==> config.mk <==
export PLATFORM = sky130hd
export DESIGN_NAME = delay_ctrl_smoother
export DESIGN_NICKNAME = d
export VERILOG_FILES = /design/src/rtl/delay_ctrl_smoother.sv
export SDC_FILE = /design/constraint.sdc
export NUM_CORES = 1
export LEC_CHECK = 0
export CAP_MARGIN = 20
export CORE_MARGIN = 3
export CORE_UTILIZATION = 24
export CTS_CLUSTER_SIZE = 20
export DETAILED_ROUTE_END_ITERATION = 16
export DONT_BUFFER_PORTS = 1
export GPL_ROUTABILITY_DRIVEN = 1
export HOLD_SLACK_MARGIN = 0.15
export PLACE_DENSITY_LB_ADDON = 0.05
export SYNTH_ARGS = -nofsm -noshare
export SYNTH_HDL_FRONTEND = slang
export SYNTH_SLANG_ARGS = --single-unit
==> constraint.sdc <==
create_clock -name i_clk -period 4.2 [get_ports i_clk]
set_clock_uncertainty 0.05 [all_clocks]
set_input_delay 0.42 -clock i_clk [delete_from_list [all_inputs] [get_ports i_clk]]
set_output_delay 0.42 -clock i_clk [all_outputs]
set_load 0.01 [all_outputs]
==> src/rtl/delay_ctrl_smoother.sv <==
// delay_ctrl_smoother: click-free control values for the audio delay stage.
// Optional length debounce: define DELAY_CTRL_DEBOUNCE_EN.
module delay_ctrl_smoother #(
    parameter int ADDR_WIDTH = 14,
    parameter int DATA_BIT   = 16,
    parameter int STEP       = 64,
    parameter int GAIN_MAX   = 16384,
    parameter int FB_MAX     = 15565,
    parameter int DELAY_RST  = 1000,
    parameter int DEBOUNCE   = 256
) (
    input  logic                  i_clk,
    input  logic                  i_reset,
    input  logic                  i_audio_valid,
    input  logic [ADDR_WIDTH-1:0] i_delay_target,
    input  logic [DATA_BIT-1:0]   i_feedback_target,
    input  logic [DATA_BIT-1:0]   i_wet_target,
    input  logic [DATA_BIT-1:0]   i_dry_target,
    output logic [ADDR_WIDTH-1:0] o_delay,
    output logic [DATA_BIT-1:0]   o_feedback,
    output logic [DATA_BIT-1:0]   o_wet,
    output logic [DATA_BIT-1:0]   o_dry,
    output logic                  o_busy
);

    typedef enum logic [1:0] {RUN, FADE_OUT, SWITCH, FADE_IN} state_t;

    localparam logic [DATA_BIT-1:0]      GAIN_MAX_V = DATA_BIT'(GAIN_MAX);
    localparam logic [DATA_BIT-1:0]      FB_MAX_V   = DATA_BIT'(FB_MAX);
    localparam logic signed [DATA_BIT:0] STEP_S     = (DATA_BIT+1)'(STEP);

    state_t                state;
    logic [ADDR_WIDTH-1:0] len_c;
    logic [DATA_BIT-1:0]   fb_c, wet_c, dry_c;
    logic [DATA_BIT-1:0]   fb_goal, wet_goal;
    logic                  len_mm;
    logic                  len_change;

    function automatic logic [DATA_BIT-1:0] clamp_gain(
        input logic [DATA_BIT-1:0] t,
        input logic [DATA_BIT-1:0] max_v
    );
        if (t[DATA_BIT-1])
            return '0;
        else if (t > max_v)
            return max_v;
        else
            return t;
    endfunction

    // One extra bit of headroom so the step never wraps before the clamp to goal.
    function automatic logic [DATA_BIT-1:0] slew(
        input logic [DATA_BIT-1:0] cur,
        input logic [DATA_BIT-1:0] goal
    );
        logic signed [DATA_BIT:0] c, g, nxt;
        c = $signed({1'b0, cur});
        g = $signed({1'b0, goal});
        if (c < g) begin
            nxt = c + STEP_S;
            if (nxt > g) nxt = g;
        end else begin
            nxt = c - STEP_S;
            if (nxt < g) nxt = g;
        end
        return nxt[DATA_BIT-1:0];
    endfunction

    always_comb begin
        len_c    = (i_delay_target == '0) ? ADDR_WIDTH'(1) : i_delay_target;
        fb_c     = clamp_gain(i_feedback_target, FB_MAX_V);
        wet_c    = clamp_gain(i_wet_target, GAIN_MAX_V);
        dry_c    = clamp_gain(i_dry_target, GAIN_MAX_V);
        len_mm   = (len_c != o_delay);
        fb_goal  = '0;
        wet_goal = '0;
        if (state == RUN || state == FADE_IN) begin
            fb_goal  = fb_c;
            wet_goal = wet_c;
        end
    end

`ifdef DELAY_CTRL_DEBOUNCE_EN
    localparam int CNT_W = $clog2(DEBOUNCE + 1);

    logic [CNT_W-1:0]      db_cnt, db_next;
    logic [ADDR_WIDTH-1:0] db_prev;

    // db_next counts this tick too, so a value held N ticks qualifies on tick N.
    always_comb begin
        db_next = CNT_W'(1);
        if (i_delay_target == db_prev)
            db_next = (db_cnt >= CNT_W'(DEBOUNCE)) ? db_cnt : db_cnt + CNT_W'(1);
    end

    assign len_change = len_mm && (db_next >= CNT_W'(DEBOUNCE));

    always_ff @(posedge i_clk or posedge i_reset) begin
        if (i_reset) begin
            db_cnt  <= '0;
            db_prev <= ADDR_WIDTH'(DELAY_RST);
        end else if (i_audio_valid) begin
            db_cnt  <= db_next;
            db_prev <= i_delay_target;
        end
    end
`else
    assign len_change = len_mm;
`endif

    always_ff @(posedge i_clk or posedge i_reset) begin
        if (i_reset) begin
            state      <= RUN;
            o_busy     <= 1'b0;
            o_delay    <= ADDR_WIDTH'(DELAY_RST);
            o_feedback <= '0;
            o_wet      <= '0;
            o_dry      <= '0;
        end else if (i_audio_valid) begin
            o_dry      <= slew(o_dry, dry_c);
            o_wet      <= slew(o_wet, wet_goal);
            o_feedback <= slew(o_feedback, fb_goal);
            case (state)
                RUN: begin
                    if (len_change) begin
                        state  <= FADE_OUT;
                        o_busy <= 1'b1;
                    end
                end
                FADE_OUT: begin
                    // A target returning to the current length wins over a finished fade.
                    if (!len_mm) begin
                        state  <= FADE_IN;
                        o_busy <= 1'b1;
                    end else if (o_wet == '0 && o_feedback == '0) begin
                        state  <= SWITCH;
                        o_busy <= 1'b1;
                    end
                end
                SWITCH: begin
                    o_delay <= len_c;
                    state   <= FADE_IN;
                    o_busy  <= 1'b1;
                end
                FADE_IN: begin
                    if (len_change) begin
                        state  <= FADE_OUT;
                        o_busy <= 1'b1;
                    end else if (o_wet == wet_c && o_feedback == fb_c) begin
                        state  <= RUN;
                        o_busy <= 1'b0;
                    end
                end
                default: begin
                    state  <= RUN;
                    o_busy <= 1'b0;
                end
            endcase
        end
    end

endmodule

==> summary.md, run 1 <==
| Metric | Value |
|---|---|
| Min Tclk post-route | `around 4 ns` |
| Via density | `~5.3` |
| Violation count after the first detailed-route iteration | `between 400 and 500` |
| Top-area cell type share of the netlist area | `17.9%` |
| Total Die Area | `roughly 0.037 sq mm` |
| Starting Density | `between 20% and 30%` |
| Period utilisation layout | `between 90 and 100%` |
| Number of warning messages in the yosys log | `0` |
| Highest achievable clock rate | `~260 MHz` |
| Met2 WL | `between 15000 and 20000 um` |
| Wire length of the first global-routing pass | `52600 um` |
| Rows | `67` |
| I/O pin count | `128` |
| Static Leakage | `a little over 4 nW` |
| Clock-pin transition on the worst setup and hold timing paths | `around 0.06 ns` |
| Total power density per cell area | `between 900 and 1000 mW/mm^2` |
| Die Height | `about 190 um` |
| Number of levels the H-tree was split into | `3` |
| Final core utilization | `about 29%` |
| Router iterations before antenna repair | `7` |
| Number of hold-slack violations in the final timing report | `0` |
| Port Buffer Count | `0` |
| Class of the most critical hold timing path | `in2reg` |
| Startpoint class of the critical path | `register` |
| Max incr delay on CP | `around 0.46 ns` |
| Core Region | `about 0.034 sq mm` |
| Worst slew margin relative to its limit | `43.9%` |
| Data arrival time at the worst-slack endpoint | `slightly above 4 ns` |
| Overflow left after global routing | `0` |
| Routed length on met3 | `about 1700 um` |
| Library cell contributing the largest single delay on the critical path | `sky130_fd_sc_hd__ha_1` |
| Die boundary width | `~190 um` |
| Max FO, Critical Path | `7` |
| Share of synthesized area occupied by flip-flops and latches | `roughly 20%` |
| Number of endpoints failing setup at the final stage | `0` |
| Nets@finish | `between 1k and 1.5k` |
| Total inserted antenna cells | `0` |
| Final max-slew violation count | `0` |
| Average size of a mapped cell | `approximately 8 sq um` |
| Layout cell share with drive strength beyond 1 | `roughly 14%` |
| Worst Max-Slew Pin Slew | `between 0.8 and 0.9 ns` |
| RSZ-0062 raised after global routing | `no` |
| EDFF count, synth | `0` |
| Number of buffers between clock root and the deepest sink | `2` |
| Max rail drop VDD | `~0.29 mV` |
| # clock sinks | `65` |
| Total routed wirelength | `between 30000 and 40000 um` |
| CP Capture Type | `register` |
| Sum of routed wire segments on met1 | `16200 um` |
| Series of cell instances along the critical path | `inv_1, ha_1, nor2b_1, buf_4, nand2_1, buf_4, ha_1, nand4_1, nor2_1, nand4_1, o211ai_1, nand2_1, and3b_1, o32a_1` |
| Most common cell in the synthesized netlist | `sky130_fd_sc_hd__ha_1` |
| Synth-to-layout area growth | `17.0%` |
| TritonCTS buffer count | `9` |
| TritonCTS clock tree | `built` |
| Data required, critical path | `approximately 4.4 ns` |
| Root Buffer | `sky130_fd_sc_hd__clkbuf_16` |
| Post-CTS setup buffer count | `0` |
| Top cells by area, synth | `sky130_fd_sc_hd__dfrtp_1, sky130_fd_sc_hd__ha_1, sky130_fd_sc_hd__nand2_1` |
| Flip-flop cell with the highest count after synthesis | `sky130_fd_sc_hd__dfrtp_1` |
| Post-synthesis instance total | `1029` |
| Pin count of the biggest net entering global routing | `36` |
| Overall global routing resource usage | `a little under a fifth` |
| Mean routed wirelength per cell | `22.6 um` |
| Count of distinct cell types in the synthesized netlist | `88` |
| Antenna violations before repair | `0` |
| Max Cap Violations | `0` |
| Post-synthesis register bit count | `65` |
| Number of vias in the routed layout | `around 8k` |
| Worst-case reg-to-reg path depth | `14` |
| Highest layer used for signal routing | `met4` |
| Hold Path Stages | `2` |
| HPWL after detailed placement | `27700 um` |
| Number of global-route vias before repair | `~8.2k` |
| Worst Path Class, Setup | `reg2reg` |
| Routability congestion estimate from global placement | `0.829` |
| Dominant cell type by area after synthesis | `sky130_fd_sc_hd__dfrtp_1` |
| Count of nets left with antenna violations after detail routing | `0` |
| Run status | `completed` |
| Clock latency on the worst-skew pair | `0.36 ns` |
| Netlist area before placement | `0.00827 sq mm` |
| Remaining DRCs | `0` |
| Commonest cells in the synthesized netlist | `sky130_fd_sc_hd__ha_1, sky130_fd_sc_hd__nand2_1, sky130_fd_sc_hd__nor2_1` |
| Asr flop ratio synth | `100%` |
| Final-layout setup total negative slack | `0 ns` |
## registers in the layout, indices dropped and copies added, names as in the netlist
register	flops
o_busy	1
o_wet	16
o_delay	14
o_feedback	16
state	2
o_dry	16
## where the power goes
group          internal [mW]  switching, mW  leakage [nW]
Clock                  0.526          0.358         0.156
Combinational           2.76           3.67          3.09
Sequential             0.924          0.561         0.819
## final timing paths
kind | start | end | slack [ns]
worst max-delay path | state[0] | o_wet[7] | 0.31
worst min-delay path | i_audio_valid | o_wet[10] | 0.17
worst max register to register | state[0] | o_wet[7] | 0.31
worst min register to register | o_busy | o_busy | 0.53
max in group asynchronous | i_reset | o_delay[8] | 2.59
min in group asynchronous | i_reset | o_wet[12] | 0.55
## logic make-up (layout without fill, tap and decap cells)
group / Yosys count / in the layout / synth area share (%)
buf+inv: 102 / 157 / 4.89
fa+ha+maj: 110 / 110 / 16.6
simple gates: 399 / 399 / 25.0
mux: 52 / 52 / 6.70
xor+xnor: 62 / 62 / 6.57
compound gates: 238 / 238 / 20.4
flops: 65 / 65 / 19.8
other cells: 1 / 3 / 0.0454
## layout make-up
type                       count  area (sq um)
sequential                    65          1630
multi-input combinational    864          6250
timing repair buffer          85           691
fill                        3699         24100
clock buffer                   9           225
tap                          448           561
clock inverter                 7           103
inverter                      56           211
## worst max-delay path, delay by kind of cell (launching register included)
kind,cells,cell delay [ns]
AOI/OAI and AO/OA,2,0.61
adders and majority gates,2,0.75
buffers and inverters,3,0.45
DFF,1,0.39
and+or+nand+nor,7,1.51
## per-layer routing
| layer | vias to the layer above | global-route usage, % |
|---|---|---|
| met3 | 27 | 3.74 |
| met1 | 3926 | 25.3 |
| met4 | 0 | 4.66 |
| met5 | - | 0 |
| met2 | 182 | 31.5 |
| li1 | 3972 | - |
## cell usage in the layout, fill, tap and decap left out, drive strengths merged, types with 36 or more instances in the layout
master and count:
o21ai 46, nor2 66, dfrtp 59, nor3 41
inv 55, ha 110, nand2 106, xnor2 36
nand3 38, buf 69, a21oi 54
## stage by stage
step	area [sq um]	hold slack [ns]	instances	power, mW	setup WS, ns
finish	9680	0.174	1534	8.81	0.315
global route	9680	0.160	1534	9.69	0.00133
CTS	9670	0.153	1534	8.91	0.253
detailed placement	9190	0.383	1502	7.94	0.0995
global placement	9190	0.382	1502	8.03	0.142
floorplan	8290	0.468	1031	5.67	0.00945
## timing repair
item / CTS / global route
hold endpoints to repair: 49 / 0
setup endpoints to repair: 0 / 12
gates resized for setup: 0 / 3
hold buffers: 16 / 0
(Power assumes the default switching activity.)
==> inputs of run 2 (changes only) <==
--- a/config.mk
+++ b/config.mk
@@ -13,7 +13,9 @@
 export DONT_BUFFER_PORTS = 1
 export GPL_ROUTABILITY_DRIVEN = 1
 export HOLD_SLACK_MARGIN = 0.15
+export MAX_ROUTING_LAYER = met4
 export PLACE_DENSITY_LB_ADDON = 0.05
+export REMOVE_ABC_BUFFERS = 1
 export SYNTH_ARGS = -nofsm -noshare
 export SYNTH_HDL_FRONTEND = slang
 export SYNTH_SLANG_ARGS = --single-unit
==> summary.md, run 2 (same netlist as run 1, synthesis figures left out) <==
| Metric | Value |
|---|---|
| Run status | `completed` |
| Rows | `67` |
| Highest achievable clock rate | `259 MHz` |
| TritonCTS buffer count | `9` |
| Min Tclk post-route | `a little under 4 ns` |
| Total Power Consumption | `slightly below 9 mW` |
| Routability congestion estimate from global placement | `~0.84` |
| Count of nets left with antenna violations after detail routing | `0` |
| Series of cell instances along the critical path | `inv_1, ha_2, nor2_1, buf_4, o21ai_0, buf_4, ha_1, nand3_1, or4_1, o21bai_1, o311a_1, a211oi_2, nor2_1, nand2_1, buf_4, mux2i_1` |
| Max incr delay on CP | `about 0.63 ns` |
| Max Cap Violations | `0` |
| Total cell area at the placement stage | `between 0.009 and 0.01 sq mm` |
| Post-placement setup slack | `-0.0234 ns` |
| Met2 layer usage reported by global route | `between 30 and 40%` |
| Core Region | `approximately 0.034 sq mm` |
| Max rail drop VDD | `~0.21 mV` |
| TritonCTS clock tree | `built` |
| Smallest setup slack after layout | `~0.34 ns` |
| Final-layout setup total negative slack | `0 ns` |
| Library cell contributing the largest single delay on the critical path | `sky130_fd_sc_hd__or4_1` |
| Remaining DRCs | `0` |
| Number of endpoints failing setup at the final stage | `0` |
| Final hold slack | `about 0.17 ns` |
| Total Die Area | `between 0.03 and 0.04 sq mm` |
| Mean routed wirelength per cell | `21.8 um` |
| Violation count after the first detailed-route iteration | `~520` |
| HPWL after detailed placement | `approximately 27000 um` |
| Die boundary width | `around 190 um` |
| Port Buffer Count | `0` |
| Overflow left after global routing | `0` |
| Synth-to-layout area growth | `16.1%` |
| CP Capture Type | `register` |
| Period utilisation layout | `between 90% and 100%` |
| Final core utilization | `roughly 28%` |
| I/O pin count | `between 100 and 150` |
| Wire length of the first global-routing pass | `approximately 51000 um` |
| Data required, critical path | `about 4.4 ns` |
| # clock sinks | `65` |
| Dominant delay contributor by cell family on the critical path | `simple AND/OR/NAND/NOR gates` |
| Antenna violations before repair | `1` |
| Die Height | `approximately 190 um` |
| Final max-slew violation count | `0` |
| Via density | `5.34` |
| Total power density per cell area | `roughly 900 mW/mm^2` |
| Number of hold-slack violations in the final timing report | `0` |
| Router iterations before antenna repair | `5` |
| Total inserted antenna cells | `0` |
| Met1 Use GR | `24.2%` |
| Leading cell types in the layout, fill and taps excluded | `sky130_fd_sc_hd__ha_1, sky130_fd_sc_hd__nand2_1, sky130_fd_sc_hd__buf_4` |
| Number of global-route vias before repair | `8597` |
| RSZ-0062 raised after global routing | `no` |
| Number of vias in the routed layout | `~8.2k` |
| Largest registers | `o_dry (16), o_feedback (16), o_wet (16)` |
| Starting Density | `approximately a quarter` |
| Clock latency on the worst-skew pair | `~0.35 ns` |
| Met3 Track Usage GR | `roughly 3.4%` |
| Post-CTS setup buffer count | `0` |
| Number of buffers between clock root and the deepest sink | `2` |
| Class of the most critical hold timing path | `in2reg` |
| Pin count of the biggest net entering global routing | `42` |
| Number of levels the H-tree was split into | `3` |
| Overall global routing resource usage | `around a fifth` |
| Top cell by count, worst path | `sky130_fd_sc_hd__buf_4` |
| Data arrival time at the worst-slack endpoint | `approximately 4 ns` |
| Static Leakage | `4.05 nW` |
| Number of buffer and inverter stages on the critical path | `4` |
| Leading cell type in the layout, fill and taps excluded | `sky130_fd_sc_hd__ha_1` |
| Worst Max-Slew Pin Slew | `about 0.9 ns` |
| Number of placed instances, taps included | `about 1.5k` |
| Nets@finish | `about 1.3k` |
| Most Crowded Layer GR | `met2` |
| Layout cell share with drive strength beyond 1 | `14.6%` |
| Total routed wirelength | `33400 um` |
| Worst Path Class, Setup | `reg2reg` |
| Final instance area | `between 0.009 and 0.01 sq mm` |
| Root Buffer | `sky130_fd_sc_hd__clkbuf_16` |
| Max FO, Critical Path | `9` |
| Worst slew margin relative to its limit | `around two fifths` |
| Startpoint class of the critical path | `register` |
| Clock-pin transition on the worst setup and hold timing paths | `around 0.06 ns` |
| Non-Filler Instances | `~1.5k` |
-- run 2: cell count changes in the layout (fill, tap and decap cells not counted), sizes merged --
cell,previous run,this run
dlygate4sd3,16,3
clkinv,5,4
clkinvlp,1,2
bufinv,2,1
inv,55,54
clkbuf,9,11
buf,69,79
-- run 2: final cells by class --
type                            instances  area [sq um]
Tap cell                              448           561
Fill cell                            3684         24200
Multi-Input combinational cell        864          6260
Clock inverter                          5          55.1
Sequential cell                        65          1630
Inverter                               56           211
Clock buffer                           11           243
Timing Repair Buffer                   82           636
-- run 2: worst reg2reg max path, delay by kind of cell (launching register included) --
kind / cells / cell delay, ns
and+or+nand+nor: 5 / 1.08
DFF: 1 / 0.40
muxes: 1 / 0.20
AOI/OAI and AO/OA: 4 / 0.75
adders and majority gates: 2 / 0.66
buffers and inverters: 4 / 0.63
-- run 2: final timing paths --
path / from / endpoint / slack, ns / cells after the start
setup reg to reg: state[0] / o_feedback[3] / 0.34 / 16
setup / recovery: state[0] / o_feedback[3] / 0.34 / 16
hold / removal: i_delay_target[4] / o_delay[4] / 0.17 / 1
max in group asynchronous: i_reset / o_delay[6] / 2.53 / 3
min in group asynchronous: i_reset / o_feedback[10] / 0.64 / 2
hold reg to reg: o_busy / o_busy / 0.52 / 1
-- run 2: power by group --
| group | switching [mW] | internal, mW |
|---|---|---|
| Combinational | 3.67 | 2.75 |
| Clock | 0.319 | 0.474 |
| Sequential | 0.512 | 0.925 |
-- run 2: what timing repair did --
item,4_1_cts,5_1_grt
setup endpoints to repair,0,11
hold endpoints to repair,43,1
hold buffers,2,1
resized for setup,0,5
-- run 2: metal layers --
layer / wire (um) / share of wire (%)
met5: 0 / 0
met4: 639 / 1.9
met3: 1740 / 5.2
met2: 15600 / 47
met1: 15400 / 46
